$ cat src/rtl/vce2_pkg.sv
`default_nettype none
// ============================================================================
//  Module      : vce2_pkg
//  Description : Shared types and constants for the vce2 element sequencer.
//  Revision    : 1.0 - initial release
// ============================================================================
package vce2_pkg;

    // Element-sequencer states, one per phase of an element's read/exec/write
    typedef enum logic [3:0] {
        IDLE   = 4'd0,
        LOAD   = 4'd1,
        REQ_A  = 4'd2,
        WAIT_A = 4'd3,
        REQ_B  = 4'd4,
        WAIT_B = 4'd5,
        EXEC   = 4'd6,
        REQ_W  = 4'd7,
        WAIT_W = 4'd8,
        DONE   = 4'd9
    } vseq_state_e;

    // Every data-memory access is a full 32-bit word
    localparam logic [3:0] c_BE_FULL = 4'hF;

endpackage
`default_nettype wire

$ cat src/rtl/vce2_vseq.sv
`default_nettype none
// ============================================================================
//  Module      : vce2_vseq
//  Description : Vector element sequencer. For each element it reads rs1 and
//                rs2 words via the AGU-generated addresses, presents them to
//                the vector ALU, and writes the result back to rd.
//                Optional macro VCE2_VSEQ_SCALAR_OPB_EN adds a latched scalar
//                operand B that replaces the rs2 read when enabled.
//  Revision    : 1.0 - initial release
// ============================================================================
module vce2_vseq
    import vce2_pkg::*;
#(
    parameter int unsigned ADDR_WIDTH = 32,
    parameter int unsigned VL_WIDTH   = 8
) (
    input  logic                  clk_i,
    input  logic                  rst_ni,
    input  logic                  start_i,
    input  logic [VL_WIDTH-1:0]   vl_i,
    output logic                  busy_o,
    output logic                  done_o,
    output logic                  agu_load_o,
    input  logic                  agu_ready_i,
    output logic                  agu_get_rs1_o,
    output logic                  agu_get_rs2_o,
    output logic                  agu_get_rd_o,
    output logic                  agu_incr_o,
    input  logic [ADDR_WIDTH-1:0] agu_addr_i,
    output logic                  data_req_o,
    input  logic                  data_gnt_i,
    input  logic                  data_rvalid_i,
    output logic [ADDR_WIDTH-1:0] data_addr_o,
    output logic                  data_we_o,
    output logic [3:0]            data_be_o,
    output logic [31:0]           data_wdata_o,
    input  logic [31:0]           data_rdata_i,
    output logic [31:0]           alu_op_a_o,
    output logic [31:0]           alu_op_b_o,
    output logic                  alu_valid_o,
    input  logic [31:0]           alu_result_i
`ifdef VCE2_VSEQ_SCALAR_OPB_EN
    ,
    input  logic                  scalar_en_i,
    input  logic [31:0]           scalar_i
`endif
);

    vseq_state_e         r_state;
    vseq_state_e         w_state_next;
    logic [VL_WIDTH-1:0] r_vl;
    logic [VL_WIDTH-1:0] r_cnt;
    logic [VL_WIDTH-1:0] w_cnt_inc;
    logic                r_load_sent;
    logic [31:0]         r_op_a;
    logic [31:0]         r_op_b;
    logic [31:0]         r_wdata;
    logic                w_scalar_mode;

    logic w_busy, w_done, w_load, w_get_rs1, w_get_rs2, w_get_rd, w_incr;
    logic w_req, w_we, w_alu_valid;

`ifdef VCE2_VSEQ_SCALAR_OPB_EN
    logic        r_scalar_en;
    logic [31:0] r_scalar;
    assign w_scalar_mode = r_scalar_en;
`else
    assign w_scalar_mode = 1'b0;
`endif

    assign w_cnt_inc = r_cnt + VL_WIDTH'(1);

    // State register
    always_ff @(posedge clk_i or negedge rst_ni) begin
        if (!rst_ni) begin
            r_state <= IDLE;
        end else begin
            r_state <= w_state_next;
        end
    end

    // Next-state and control outputs; late-arriving rvalid in a REQ state is ignored
    always_comb begin
        w_state_next = r_state;
        w_busy       = (r_state != IDLE);
        w_done       = 1'b0;
        w_load       = 1'b0;
        w_get_rs1    = 1'b0;
        w_get_rs2    = 1'b0;
        w_get_rd     = 1'b0;
        w_incr       = 1'b0;
        w_req        = 1'b0;
        w_we         = 1'b0;
        w_alu_valid  = 1'b0;
        unique case (r_state)
            IDLE: begin
                if (start_i) w_state_next = LOAD;
            end
            LOAD: begin
                w_load = !r_load_sent;
                if (agu_ready_i) begin
                    w_state_next = (r_vl == '0) ? DONE : REQ_A;
                end
            end
            REQ_A: begin
                w_get_rs1 = 1'b1;
                w_req     = 1'b1;
                if (data_gnt_i) begin
                    w_incr       = 1'b1;
                    w_state_next = WAIT_A;
                end
            end
            WAIT_A: begin
                if (data_rvalid_i) begin
                    w_state_next = w_scalar_mode ? EXEC : REQ_B;
                end
            end
            REQ_B: begin
                w_get_rs2 = 1'b1;
                w_req     = 1'b1;
                if (data_gnt_i) begin
                    w_incr       = 1'b1;
                    w_state_next = WAIT_B;
                end
            end
            WAIT_B: begin
                if (data_rvalid_i) w_state_next = EXEC;
            end
            EXEC: begin
                w_alu_valid  = 1'b1;
                w_state_next = REQ_W;
            end
            REQ_W: begin
                w_get_rd = 1'b1;
                w_req    = 1'b1;
                w_we     = 1'b1;
                if (data_gnt_i) begin
                    w_incr       = 1'b1;
                    w_state_next = WAIT_W;
                end
            end
            WAIT_W: begin
                if (data_rvalid_i) begin
                    w_state_next = (w_cnt_inc == r_vl) ? DONE : REQ_A;
                end
            end
            DONE: begin
                w_done       = 1'b1;
                w_state_next = IDLE;
            end
            default: begin
                w_state_next = IDLE;
            end
        endcase
    end

    // Operation context, element counter and operand/result registers
    always_ff @(posedge clk_i or negedge rst_ni) begin
        if (!rst_ni) begin
            r_vl        <= '0;
            r_cnt       <= '0;
            r_load_sent <= 1'b0;
            r_op_a      <= '0;
            r_op_b      <= '0;
            r_wdata     <= '0;
`ifdef VCE2_VSEQ_SCALAR_OPB_EN
            r_scalar_en <= 1'b0;
            r_scalar    <= '0;
`endif
        end else begin
            case (r_state)
                IDLE: begin
                    if (start_i) begin
                        r_vl        <= vl_i;
                        r_cnt       <= '0;
                        r_load_sent <= 1'b0;
`ifdef VCE2_VSEQ_SCALAR_OPB_EN
                        r_scalar_en <= scalar_en_i;
                        r_scalar    <= scalar_i;
`endif
                    end
                end
                LOAD: begin
                    r_load_sent <= 1'b1;
                end
                WAIT_A: begin
                    if (data_rvalid_i) begin
                        r_op_a <= data_rdata_i;
`ifdef VCE2_VSEQ_SCALAR_OPB_EN
                        if (r_scalar_en) r_op_b <= r_scalar;
`endif
                    end
                end
                WAIT_B: begin
                    if (data_rvalid_i) r_op_b <= data_rdata_i;
                end
                EXEC: begin
                    r_wdata <= alu_result_i;
                end
                WAIT_W: begin
                    if (data_rvalid_i) r_cnt <= w_cnt_inc;
                end
                DONE: begin
                    r_cnt <= '0;
                end
                default: begin
                end
            endcase
        end
    end

    assign busy_o        = w_busy;
    assign done_o        = w_done;
    assign agu_load_o    = w_load;
    assign agu_get_rs1_o = w_get_rs1;
    assign agu_get_rs2_o = w_get_rs2;
    assign agu_get_rd_o  = w_get_rd;
    assign agu_incr_o    = w_incr;
    assign data_req_o    = w_req;
    assign data_we_o     = w_we;
    assign data_addr_o   = agu_addr_i;
    assign data_be_o     = w_req ? c_BE_FULL : 4'h0;
    assign data_wdata_o  = r_wdata;
    assign alu_op_a_o    = r_op_a;
    assign alu_op_b_o    = r_op_b;
    assign alu_valid_o   = w_alu_valid;

endmodule
`default_nettype wire

$ cat config.mk
export PLATFORM = sky130hd
export DESIGN_NAME = vce2_vseq
export DESIGN_NICKNAME = d
export VERILOG_FILES = /design/src/rtl/vce2_pkg.sv /design/src/rtl/vce2_vseq.sv
export SDC_FILE = /design/constraint.sdc
export NUM_CORES = 1
export LEC_CHECK = 0
export BUFFER_PORTS_ARGS = -buffer_cell sky130_fd_sc_hd__buf_2
export CAP_MARGIN = 20
export CORE_MARGIN = 2
export CORE_UTILIZATION = 45
export DETAILED_ROUTE_END_ITERATION = 6
export MAX_ROUTING_LAYER = met4
export PLACE_DENSITY_LB_ADDON = 0.08
export SYNTH_ARGS = -nofsm -noshare
export SYNTH_HDL_FRONTEND = slang
export SYNTH_SLANG_ARGS = --single-unit
$ cat constraint.sdc
create_clock -name clk_i -period 2.6 [get_ports clk_i]
set_input_delay 0.26 -clock clk_i [delete_from_list [all_inputs] [get_ports clk_i]]
set_output_delay 0.26 -clock clk_i [all_outputs]
set_load 0.02 [all_outputs]
==> results.py <==
metrics = {
    "run_status": {
        "status": "complete, no violations",
    },
    "sta": {
        "fin_crit_sh_pct": 93.08,
        "skew_ns": 0.009406,
        "hold_violations": 0,
        "fin_setup_tns_ns": 0,
        "worst_pin_slew_ns": 0.7023,
        "relSlewSlack_pct": 52.97,
        "finalMaxSlewViolations": 0,
        "setup_viol_count_final": 0,
        "rsz0062_at_grt": "false",
        "fmax_ghz": 0.4132,
        "post-route-min-period_ns": 2.420,
    },
    "clock_network": {
        "postCtsSetupBuffers": 0,
        "clock_path_buffers": 2,
        "tritoncts": "done",
        "worstSkewPairLatency_ns": 0.41,
        "holdBufCountCts": 1,
        "ctsResizeCount": 0,
        "htreeDepth": 4,
        "path_clk_slew_ns": 0.05,
        "cts_root_buf": "clkbuf_16",
        "cts_inserted_buffers": 17,
        "clock_sinks": 117,
    },
    "layout": {
        "drive_above_1_share_pct": 58.42,
        "synthToLayoutAreaGrowth_pct": 27.75,
        "fin_area_um2": 6734,
        "final_core_util_pct": 58.97,
        "fillers": 974,
        "final_nets": 668,
        "antenna_cells": 0,
    },
    "route": {
        "vias": 3693,
        "drcViolationCount": 0,
        "drt_iter0_markers": 237,
        "drt-total-wl_mm": 11.92,
        "drtPass1Iterations": 4,
        "vias_per_cell": 5.180,
        "wl_per_cell_um": 16.72,
        "postRouteAntennaNets": 0,
    },
    "floorplanning": {
        "floorplan.die.width_um": 112.2,
        "fp-row-count": 39,
        "die_y_um": 112.2,
        "initial_core_util_pct": 46.16,
        "io-pin-count": 252,
        "coreArea_um2": 11420,
        "dieArea_um2": 12600,
    },
    "critical_path": {
        "critPathCaptureType": "primary output",
        "critPathCapture": "alu_valid_o",
        "critPathTopFamily": "buffers and inverters",
        "ff2ff_setup_slack_ns": 0.53,
        "timing.critical_path.buf_inv": 3,
        "cp.depth": 5,
        "path_max_fanout": 33,
        "path_cells": "inv_1 -> nand2_1 -> nor2_2 -> buf_4 -> buf_2",
        "cp_slowest_cell": "dfrtp_1",
        "cp-start-kind": "flop",
        "timing.rr.end": "alu_op_b_o[26]",
        "cp_slowest_stage_delay_ns": 0.55,
        "path_class": "reg -> out",
        "timing.critical_path.from": "r_state[3]",
        "worst_r2r_startpoint": "r_state[3]",
        "r2r_cells": 6,
        "cp.arrival_ns": 2.16,
        "worstPathRequired_ns": 2.34,
    },
    "synth": {
        "synthesis.area_um2": 5271,
        "synth-async-reset-ratio_pct": 100.0,
        "synth_top_area_cell": "dfrtp_1",
        "syn-num-nets": 514,
        "yosysSeqAreaShare_pct": 55.54,
        "syn_area_per_cell_um2": 13.08,
        "yosys.area.top_type_share_pct": 55.54,
        "postSynthCellCount": 403,
        "netlist-cell-type-count": 43,
        "synth_ff_type": "dfrtp_1",
        "ys.warnings.count": 0,
        "ys_ff_latch": 117,
        "synth.area.top_cells": "dfrtp_1 (56%), mux2_2 (22%), buf_4 (5.4%)",
        "synth_edf_count": 0,
    },
    "power": {
        "peakVddDrop_uv": 876.3,
        "pwr-share-seq_pct": 32.9,
        "p_leak_uw": 0.003228,
        "power_density_nw_per_um2": 1466,
        "p_int_uw": 6193,
        "p_sw_share_pct": 37.29,
        "power_switching_uw": 3682,
        "p_total_uw": 9875,
        "clkPwrFrac_pct": 26.3,
        "p_comb_share_pct": 40.8,
    },
    "run": {
        "maxCapViolCount": 0,
    },
    "global_route": {
        "overflow": 0,
        "grt_pass1_wl_mm": 19.22,
        "grt_pass1_vias": 3809,
        "grt_max_degree": 71,
        "track_usage_pct": 20.06,
        "antenna_found_initial": 0,
    },
    "min_path": {
        "min-delay-path-class": "in -> reg",
    },
    "placement": {
        "routabilityCongestion": 0.8386,
        "portBuffers": 187,
        "place_hpwl_mm": 8.521,
        "placed_cell_area_um2": 6060,
    },
}
## per-stage QoR
step                setup WS, ns  cells  hold WS (ns)
detailed placement        0.5621    680       0.06937
global placement          0.6185    680       0.06931
floorplan                 0.7588    403      -0.03559
global route             0.01507    713       0.06784
finish                    0.1800    713       0.07943
CTS                       0.1810    713       0.06395
## Yosys cell counts, types with 3 or more instances
| cell type | n |
|---|---|
| clkbuf_1 | 3 |
| nand3_1 | 5 |
| nor4_1 | 4 |
| mux2_2 | 104 |
| o41ai_1 | 4 |
| buf_4 | 38 |
| and2_1 | 3 |
| mux2i_1 | 3 |
| dfrtp_1 | 117 |
| nand2b_1 | 4 |
| nor3_1 | 3 |
| xor2_1 | 5 |
| xnor2_1 | 4 |
| nand2_1 | 14 |
| nand4_1 | 5 |
| buf_2 | 17 |
| a31oi_1 | 6 |
| o21ai_0 | 14 |
| nor2_1 | 18 |
| o31ai_1 | 5 |
## routing by layer
metal,track usage (%),part of all wire [%],vias to the layer above
met2,30.80,49,140
met5,-,0,-
met4,8.211,2.1,0
met3,7.235,7.7,34
met1,24.20,41,1807
li1,-,-,1712
## state kept, by name, summed over array words and instances (netlist names)
name,cells
data_wdata_o,32
alu_op_a_o,32
alu_op_b_o,32
r_cnt,8
r_vl,8
r_state,4
r_load_sent,1
## logic make-up (layout without fill, tap and decap cells)
logic type / count (synthesis) / count (layout) / synth area share, %
buffers and inverters: 60 / 227 / 7.382
DFF: 117 / 117 / 55.54
AOI/OAI and AO/OA: 43 / 43 / 5.934
and+or+nand+nor: 65 / 65 / 6.195
muxes: 107 / 107 / 22.79
xor gates and xnor gates: 10 / 10 / 1.922
adders and majority gates: 1 / 1 / 0.2373
## worst reg2reg max path: stages, from the launching register on
cell,delay [ns]
dfrtp_1,0.63
inv_1,0.22
nand2_1,0.19
nor2_1,0.07
nand2_1,0.06
buf_4,0.37
mux2_2,0.42
## cell type report
type,count,area (um2),share of cell area (%)
Tap cell,143,178.9,2.657
Multi-Input combinational cell,226,1957,29.06
Clock inverter,11,193.9,2.880
Inverter,2,7.507,0.1115
Timing Repair Buffer,193,998.5,14.83
Sequential cell,117,2928,43.48
Clock buffer,21,470.5,6.986
## power by group through the flow
stage / combinational [uW] / clock [uW] / sequential [uW]
global placement: 4010 / 0 / 3240
detailed placement: 4070 / 0 / 3270
floorplan: 2060 / 0 / 4070
finish: 4030 / 2600 / 3250
global route: 4300 / 2730 / 3380
CTS: 4080 / 2650 / 3260
## cell usage in the layout (no fill, tap or decap), types with 2 or more instances in the layout
| cell type | n |
|---|---|
| mux2_2 | 104 |
| a21oi_1 | 2 |
| mux2i_1 | 3 |
| o31ai_1 | 5 |
| nor3_1 | 3 |
| clkbuf_8 | 3 |
| nand2_1 | 14 |
| o41ai_1 | 4 |
| nand4_1 | 5 |
| bufinv_16 | 5 |
| o21ai_0 | 14 |
| nor2_1 | 17 |
| inv_1 | 2 |
| xor2_1 | 5 |
| a31oi_1 | 6 |
| nand3_1 | 5 |
| inv_6 | 2 |
| buf_4 | 5 |
| clkbuf_16 | 17 |
| nand2b_1 | 4 |
| xnor2_1 | 4 |
| buf_2 | 186 |
| clkinv_2 | 2 |
| nor4_1 | 4 |
| o211ai_1 | 2 |
| and2_1 | 3 |
| nor2b_1 | 2 |
| dfrtp_1 | 117 |
## worst min-delay path by stage
stage,depth (start not counted),slack (ns),startpoint,endpoint
after floorplan,0,-0.04,rst_ni,alu_op_a_o[0]
after global placement,1,0.07,rst_ni,r_load_sent
after detailed placement,1,0.07,rst_ni,r_load_sent
after CTS,2,0.06,alu_result_i[9],data_wdata_o[9]
after global routing,2,0.07,alu_result_i[31],data_wdata_o[31]
final,2,0.08,alu_result_i[9],data_wdata_o[9]
(Power assumes the default switching activity.)
